### src/rtl/apb_pwm_slave.sv
// apb_pwm_slave: one-wait-state APB3 responder hosting a prescaled 8-channel PWM timer with wrap IRQ.
// Define APB_PWM_SLVERR_EN to answer undecoded accesses with PSLVERROR=1.
module apb_pwm_slave (
  input  logic        io_systemClk,
  input  logic        io_systemReset,
  input  logic [15:0] io_apbSlave_0_PADDR,
  input  logic        io_apbSlave_0_PSEL,
  input  logic        io_apbSlave_0_PENABLE,
  input  logic        io_apbSlave_0_PWRITE,
  input  logic [31:0] io_apbSlave_0_PWDATA,
  output logic [31:0] io_apbSlave_0_PRDATA,
  output logic        io_apbSlave_0_PREADY,
  output logic        io_apbSlave_0_PSLVERROR,
  output logic [7:0]  o_pwm,
  output logic        o_irq
);
  localparam int unsigned DATA_W = 32;
  localparam int unsigned CH_N   = 8;
  localparam int unsigned CNT_W  = 8;
  localparam int unsigned PRE_W  = 16;
  localparam int unsigned IDX_W  = 4;

  localparam logic [IDX_W-1:0] IDX_CTRL     = IDX_W'(0);
  localparam logic [IDX_W-1:0] IDX_PRESCALE = IDX_W'(1);
  localparam logic [IDX_W-1:0] IDX_PERIOD   = IDX_W'(2);
  localparam logic [IDX_W-1:0] IDX_STATUS   = IDX_W'(3);
  localparam logic [IDX_W-1:0] IDX_COUNT    = IDX_W'(4);

`ifdef APB_PWM_SLVERR_EN
  localparam bit SLVERR_EN = 1'b1;
`else
  localparam bit SLVERR_EN = 1'b0;
`endif

  typedef enum logic {S_IDLE, S_WAIT} state_t;

  state_t           state;
  logic [IDX_W-1:0] idx_q;
  logic             hit_q;

  logic             en;
  logic             irq_en;
  logic [PRE_W-1:0] prescale;
  logic [CNT_W-1:0] period;
  logic             wrap;
  logic [CNT_W-1:0] duty   [CH_N];
  logic [CNT_W-1:0] active [CH_N];
  logic [PRE_W-1:0] presc_cnt;
  logic [CNT_W-1:0] count;

  logic [IDX_W-1:0]  idx_c;
  logic              hit_c;
  logic [DATA_W-1:0] rdata_c;
  logic              commit_c;
  logic              tick_c;
  logic              wrap_c;
  logic              unused_bits;

  // Word index 0..4 are control registers, 8..15 are the duty slots.
  assign idx_c    = io_apbSlave_0_PADDR[5:2];
  assign hit_c    = (io_apbSlave_0_PADDR[15:6] == '0) && ((idx_c <= IDX_COUNT) || idx_c[3]);
  assign commit_c = (state == S_WAIT) && io_apbSlave_0_PSEL && io_apbSlave_0_PENABLE
                    && io_apbSlave_0_PWRITE && hit_q;
  assign tick_c   = en && (presc_cnt == prescale);
  assign wrap_c   = tick_c && (count >= period);
  assign unused_bits = ^{io_apbSlave_0_PADDR[1:0], io_apbSlave_0_PWDATA[31:16]};

  always_comb begin
    rdata_c = '0;
    if (hit_c) begin
      if (idx_c[3]) begin
        rdata_c[CNT_W-1:0] = duty[idx_c[2:0]];
      end else begin
        case (idx_c)
          IDX_CTRL:     rdata_c[1:0]       = {irq_en, en};
          IDX_PRESCALE: rdata_c[PRE_W-1:0] = prescale;
          IDX_PERIOD:   rdata_c[CNT_W-1:0] = period;
          IDX_STATUS:   rdata_c[0]         = wrap;
          IDX_COUNT:    rdata_c[CNT_W-1:0] = count;
          default:      rdata_c            = '0;
        endcase
      end
    end
  end

  // APB handshake: capture decode and read data, then present PREADY for exactly one cycle.
  always_ff @(posedge io_systemClk) begin
    if (io_systemReset) begin
      state                   <= S_IDLE;
      idx_q                   <= '0;
      hit_q                   <= 1'b0;
      io_apbSlave_0_PREADY    <= 1'b0;
      io_apbSlave_0_PRDATA    <= '0;
      io_apbSlave_0_PSLVERROR <= 1'b0;
    end else begin
      case (state)
        S_IDLE: begin
          if (io_apbSlave_0_PSEL && io_apbSlave_0_PENABLE && !io_apbSlave_0_PREADY) begin
            state                   <= S_WAIT;
            idx_q                   <= idx_c;
            hit_q                   <= hit_c;
            io_apbSlave_0_PREADY    <= 1'b1;
            io_apbSlave_0_PRDATA    <= rdata_c;
            io_apbSlave_0_PSLVERROR <= SLVERR_EN & ~hit_c;
          end
        end
        S_WAIT: begin
          state                <= S_IDLE;
          io_apbSlave_0_PREADY <= 1'b0;
        end
        default: state <= S_IDLE;
      endcase
    end
  end

  // Register file; a wrap on the same cycle as a W1C leaves WRAP set.
  always_ff @(posedge io_systemClk) begin
    if (io_systemReset) begin
      en       <= 1'b0;
      irq_en   <= 1'b0;
      prescale <= '0;
      period   <= '0;
      wrap     <= 1'b0;
      for (int unsigned i = 0; i < CH_N; i++) duty[i] <= '0;
    end else begin
      if (commit_c && idx_q == IDX_CTRL) begin
        en     <= io_apbSlave_0_PWDATA[0];
        irq_en <= io_apbSlave_0_PWDATA[1];
      end
      if (commit_c && idx_q == IDX_PRESCALE) prescale <= io_apbSlave_0_PWDATA[PRE_W-1:0];
      if (commit_c && idx_q == IDX_PERIOD)   period   <= io_apbSlave_0_PWDATA[CNT_W-1:0];
      wrap <= wrap_c | (wrap & ~(commit_c && idx_q == IDX_STATUS && io_apbSlave_0_PWDATA[0]));
      for (int unsigned i = 0; i < CH_N; i++) begin
        if (commit_c && idx_q[3] && idx_q[2:0] == 3'(i)) duty[i] <= io_apbSlave_0_PWDATA[CNT_W-1:0];
      end
    end
  end

  // Timer: duties become active only at wrap (or continuously while disabled).
  always_ff @(posedge io_systemClk) begin
    if (io_systemReset) begin
      presc_cnt <= '0;
      count     <= '0;
      o_pwm     <= '0;
      o_irq     <= 1'b0;
      for (int unsigned i = 0; i < CH_N; i++) active[i] <= '0;
    end else begin
      if (!en) begin
        presc_cnt <= '0;
        count     <= '0;
        for (int unsigned i = 0; i < CH_N; i++) active[i] <= duty[i];
      end else if (tick_c) begin
        presc_cnt <= '0;
        if (wrap_c) begin
          count <= '0;
          for (int unsigned i = 0; i < CH_N; i++) active[i] <= duty[i];
        end else begin
          count <= count + CNT_W'(1);
        end
      end else begin
        presc_cnt <= presc_cnt + PRE_W'(1);
      end
      for (int unsigned i = 0; i < CH_N; i++) o_pwm[i] <= en & (count < active[i]);
      o_irq <= wrap & irq_en;
    end
  end

endmodule

### config.mk
export PLATFORM = sky130hd
export DESIGN_NAME = apb_pwm_slave
export DESIGN_NICKNAME = d
export VERILOG_FILES = /design/src/rtl/apb_pwm_slave.sv
export SDC_FILE = /design/constraint.sdc
export NUM_CORES = 1
export LEC_CHECK = 0
export BUFFER_PORTS_ARGS = -buffer_cell sky130_fd_sc_hd__buf_2
export CORE_MARGIN = 2
export CORE_UTILIZATION = 60
export DETAILED_ROUTE_END_ITERATION = 12
export GPL_TIMING_DRIVEN = 0
export PLACE_DENSITY = 0.83
export SLEW_MARGIN = 20
export SYNTH_ARGS = -nofsm -noshare
export SYNTH_HDL_FRONTEND = slang
export SYNTH_SLANG_ARGS = --single-unit
### constraint.sdc
create_clock -name io_systemClk -period 3.88 [get_ports io_systemClk]
set_input_delay 0.194 -clock io_systemClk [delete_from_list [all_inputs] [get_ports io_systemClk]]
set_output_delay 0.194 -clock io_systemClk [all_outputs]
set_load 0.02 [all_outputs]
* Word-level counts from Yosys, hierarchy flattened
Memory sizes are Yosys's and may differ from the RTL's. Index checks and enable logic that the tools add are counted.
Word-level totals: flip-flop bits (word level) 99, latch bits 0, bits in writable memories 128, ROM bits 0, input bits 53, output and inout port bits 43, logic and storage cells 184, memories 2
Memories:
- active | depth 8, width 8, read ports 8, clocked after memory_dff 0, wr ports 8, line 47 | logic [CNT_W-1:0] active [CH_N];
- duty | depth 8, width 8, read ports 9, clocked after memory_dff 0, wr ports 8, line 46 | logic [CNT_W-1:0] duty [CH_N];
Cells by class: add/subtract/negate cells 2, $mul 0, div/mod/pow operators 0, order comparisons 10, equal/unequal tests 16, shifts and indexed selects 0, multiplexer cells 70, bitwise gates (word level) 38, reduce and logical (&&, ||, !) cells 32
Operators by type and width (count):
- two-way mux 8 bit | 28
- < comparator 8 bit | 8
- two-way mux 1 bit | 36
- two-way mux 32 bit | 1
- OR 1 bit | 25
- logical AND 1 bit | 23
- case mux 6 bit (3 select lines) | 1
- adder 16 x 1 -> 16 bit (second input constant) | 1
- equality test 16 bit | 1
- equality test 4 x 2 -> 1 bit (second input constant) | 4
- equality test 3 bit (second input constant) | 4
- bitwise AND 1 bit | 10
- logical NOT 10 bit | 1
- adder 8 x 1 -> 8 bit (second input constant) | 1
- equality test 4 x 1 -> 1 bit (second input constant) | 2
- >= comparator 8 bit | 1
- logical NOT 4 bit | 2
- equality test 3 x 2 -> 1 bit (second input constant) | 2
- case mux 1 bit (5 select lines) | 1
- equality test 4 x 3 -> 1 bit (second input constant) | 1
- less-or-equal comparator 4 x 3 -> 1 bit (second input constant) | 1
- case mux 1 bit (2 select lines) | 2
- case mux 1 bit (4 select lines) | 1
- equality test 3 x 1 -> 1 bit (second input constant) | 1
- other kinds (8) | 10

* Longest topological paths before layout
word-level depth 10, mapped depth 11, gate-level depth less buffers 8

* Least setup slack after synthesis
No wires, ideal clock.
kind register to register, start register count[0], end memory active[0][0], enable pin, setup time 0.386 ns, arrival time 2.150 ns, required time 3.494 ns, path slack 1.343 ns, stages on the path, launching flop included 9, buffers on the path 1, period minus slack after synthesis 2.537 ns, cell sequence dfxtp_1 > clkbuf_1 > inv_1 > ha_1 > nand2b_1 > a31oi_1 > o21ai_0 > o211ai_4 > nand2_1
RTL lines:
- start: declaration | line 49 | logic [CNT_W-1:0] count;
- start signal: assignment | line 158 | count <= count + CNT_W'(1);
- end: declaration | line 47

==> flow_metrics.tcl <==
set metrics [dict create \
    grtUsageMet3_pct 4.45 \
    clkTransAtPathRegs_ns 0.06 \
    layout-drive-gt1-share_pct 13.9 \
    yosys_warnings 0 \
    yosysSeqAreaShare_pct 53.1 \
    synthArstFlopShare_pct 0 \
    wirelength_um 25500 \
    io_pins 96 \
    r2r-start "count[0]" \
    p_leak_nw 4.91 \
    crit_chain "clkbuf_1, inv_1, ha_1, nand2b_1, a31oi_1, o21ai_0, o211ai_4, nand2_1" \
    wl_per_cell_um 19.6 \
    multiInputGateArea_um2 4340 \
    clock_latency_ns 0.52 \
    cts_max_path_buffers 3 \
    tightest_slew_ns 0.970 \
    p_total_mw 5.03 \
    clock-sinks 211 \
    reg2reg_to "active[0][27]" \
    grt_first_pass_wirelength_um 39400 \
    post-cts-setup-buffers 0 \
    vias 7580 \
    diodes 0 \
    crit_arrival_ns 3.33 \
    maxSlewViolCount 0 \
    cp_num_buf_inv 2 \
    grt_usage_pct 28.4 \
    powerDensity_nw_per_um2 420 \
    tritoncts "yes" \
    hold_viol 0 \
    netlist_area_um2 10400 \
    cp_max_fo 24 \
    critical_path_required_ns 3.92 \
    dieWidth_um 135 \
    slew_headroom_pct 35.2 \
    die_y_um 135 \
    status "finished, final reports clean" \
    synth.most_common_cell "edfxtp_1" \
    synth_edf_count 128 \
    globalRouteMet1Util_pct 37.0 \
    seq_area_um2 5510 \
    synth.distinct_cells 54 \
    cts_buffers 23 \
    drt_iter0_drc 763 \
    hold_depth 4 \
    core-area_um2 17100 \
    antenna_found_initial 0 \
    area_growth_pct 15.4 \
    hold_class "in2reg" \
    rrSetupSlack_ns 0.58 \
    drc 0 \
    setup_viol 0 \
    gp_congestion 0.985 \
    endpoint_kind "register" \
    final.setup.tns_ns 0 \
    cpMaxStageDelayCell "nand2_1" \
    avgSynthCellArea_um2 11.0 \
    synth_top_area_cell "edfxtp_1" \
    rows 48 \
    hold_start "io_apbSlave_0_PADDR[7]" \
    grt_use_met2_pct 48.1 \
    drt_pass1_iterations 6 \
    ir_worst_vdd_v 0.000453 \
    worst_setup_path_start_kind "register" \
    netlist.area_leader.share_pct 37.1 \
    hold_path_end "hit_q" \
    cts_max_level 1 \
    layout.nets 1174 \
    port_buffers 57 \
    synthTopCellsByCount "edfxtp_1, nor2_1, dfxtp_1" \
    clockRootBuffer "clkbuf_16" \
    drv_cap 0 \
    finalCriticalPeriod_ns 3.30 \
    grt.busiest_layer "met2" \
    ant_nets 0 \
    dp_hpwl_um 17700 \
    ys_top_cells_by_area "edfxtp_1, dfxtp_1, ha_1" \
    period_share_pct 85.0 \
    path_delay_family "simple AND/OR/NAND/NOR gates" \
    dieArea_um2 18300 \
    num-fill-cells 1147 \
    rr_worst_depth 8 \
    grt_start_max_net_pins 32 \
    finalClockSkew_ns 0.0101 \
    rsz0062_at_grt "false" \
    critical_path_class "reg2reg" \
    grt_pass1_vias 7255 \
    synth_cells 939 \
    start_util_pct 60.5 \
    clock.fmax_mhz 303 \
    slowest_delay_ns 0.63 \
    ys.flop_type "edfxtp_1" \
    via_per_inst 5.84 \
    ys_seq_elements 211 \
    overflow 0 \
]
worst reg2reg max path, delay by kind of cell, from the launching register on:
| family | cells | cell delay [ns] |
|---|---|---|
| AO/OA/AOI/OAI | 3 | 0.70 |
| flip-flops | 1 | 0.33 |
| AND/OR/NAND/NOR | 2 | 0.78 |
| buffers and inverters | 2 | 0.69 |
| adder cells (fa/ha/maj) | 1 | 0.31 |
cell usage in the layout, fill, tap and decap left out, types with 19 or more instances in the layout:
cell type  netlist  routed
nand2_1         76      75
nand2b_1        26      26
buf_2            7      64
nor2_1          99      99
clkbuf_16        0      24
edfxtp_1       128     128
and2_1          50      50
inv_1           73      73
a21o_1          19      19
nor2b_1         21      21
clkbuf_1        22      26
ha_1            66      66
xor2_1          20      20
dfxtp_1         83      83
a21oi_1         29      29
nand3_1         20      20
routing by layer:
| layer | share of wire, % | up-vias |
|---|---|---|
| met5 | 0 | - |
| met4 | 3.9 | 0 |
| met3 | 8.7 | 75 |
| met2 | 48 | 389 |
| met1 | 39 | 3603 |
| li1 | - | 3513 |
state kept, by name, indices dropped and copies added, names as in the netlist, 4 cells and up:
name,flops
prescale,16
duty,64
presc_cnt,16
active,64
count,8
idx_q,4
period,8
o_pwm,8
io_apbSlave_0_PRDATA,16
final cells by class:
class                      instances  area share (%)
buffer                            54            2.54
clock buffer                      29            5.26
clock inverter                    13            1.29
inverter                          73            2.29
multi-input combinational        617            36.3
sequential                       211            46.0
tap                              225            2.35
timing repair buffer              75            3.89
how the worst max path moves through the flow:
stage	slack [ns]	startpoint	endpoint	cells past startpoint
3_5_place_dp	0.62	count[0]	active[0][8]	8
5_1_grt	0.39	count[0]	active[0][29]	8
3_3_place_gp	0.47	count[0]	active[0][0]	8
4_1_cts	0.58	count[0]	active[0][14]	8
2_1_floorplan	1.34	count[0]	active[0][0]	8
6_report	0.58	count[0]	active[0][27]	8
metrics by stage:
step	utilization [%]	setup WS, ns	cells	cell area (um2)	hold WS, ns
floorplan	-	1.34	955	10400	0.330
global placement	64.2	0.466	1237	11000	0.439
detailed placement	64.2	0.615	1237	11000	0.440
CTS	69.9	0.575	1297	12000	0.0900
global route	69.9	0.390	1297	12000	0.133
finish	69.9	0.583	1297	12000	0.108
logic make-up after synthesis:
| group | synth area share [%] |
|---|---|
| compound gates | 7.84 |
| xor+xnor | 3.13 |
| fa+ha+maj | 7.97 |
| buf+inv | 5.58 |
| flops | 53.1 |
| mux | 5.22 |
| other cells | 0.0362 |
| simple gates | 17.1 |
repair_timing:
action	4_1_cts	5_1_grt
gates resized for setup	0	0
hold endpoints to repair	27	0
hold buffers	18	0
report_power, final:
part | leakage (nW) | switching, mW | internal (mW)
combinational | 2.45 | 0.177 | 0.125
clock | 0.384 | 0.901 | 1.36
sequential | 2.07 | 0.0328 | 2.43
Note: power is estimated with default switching activity, not from simulation.
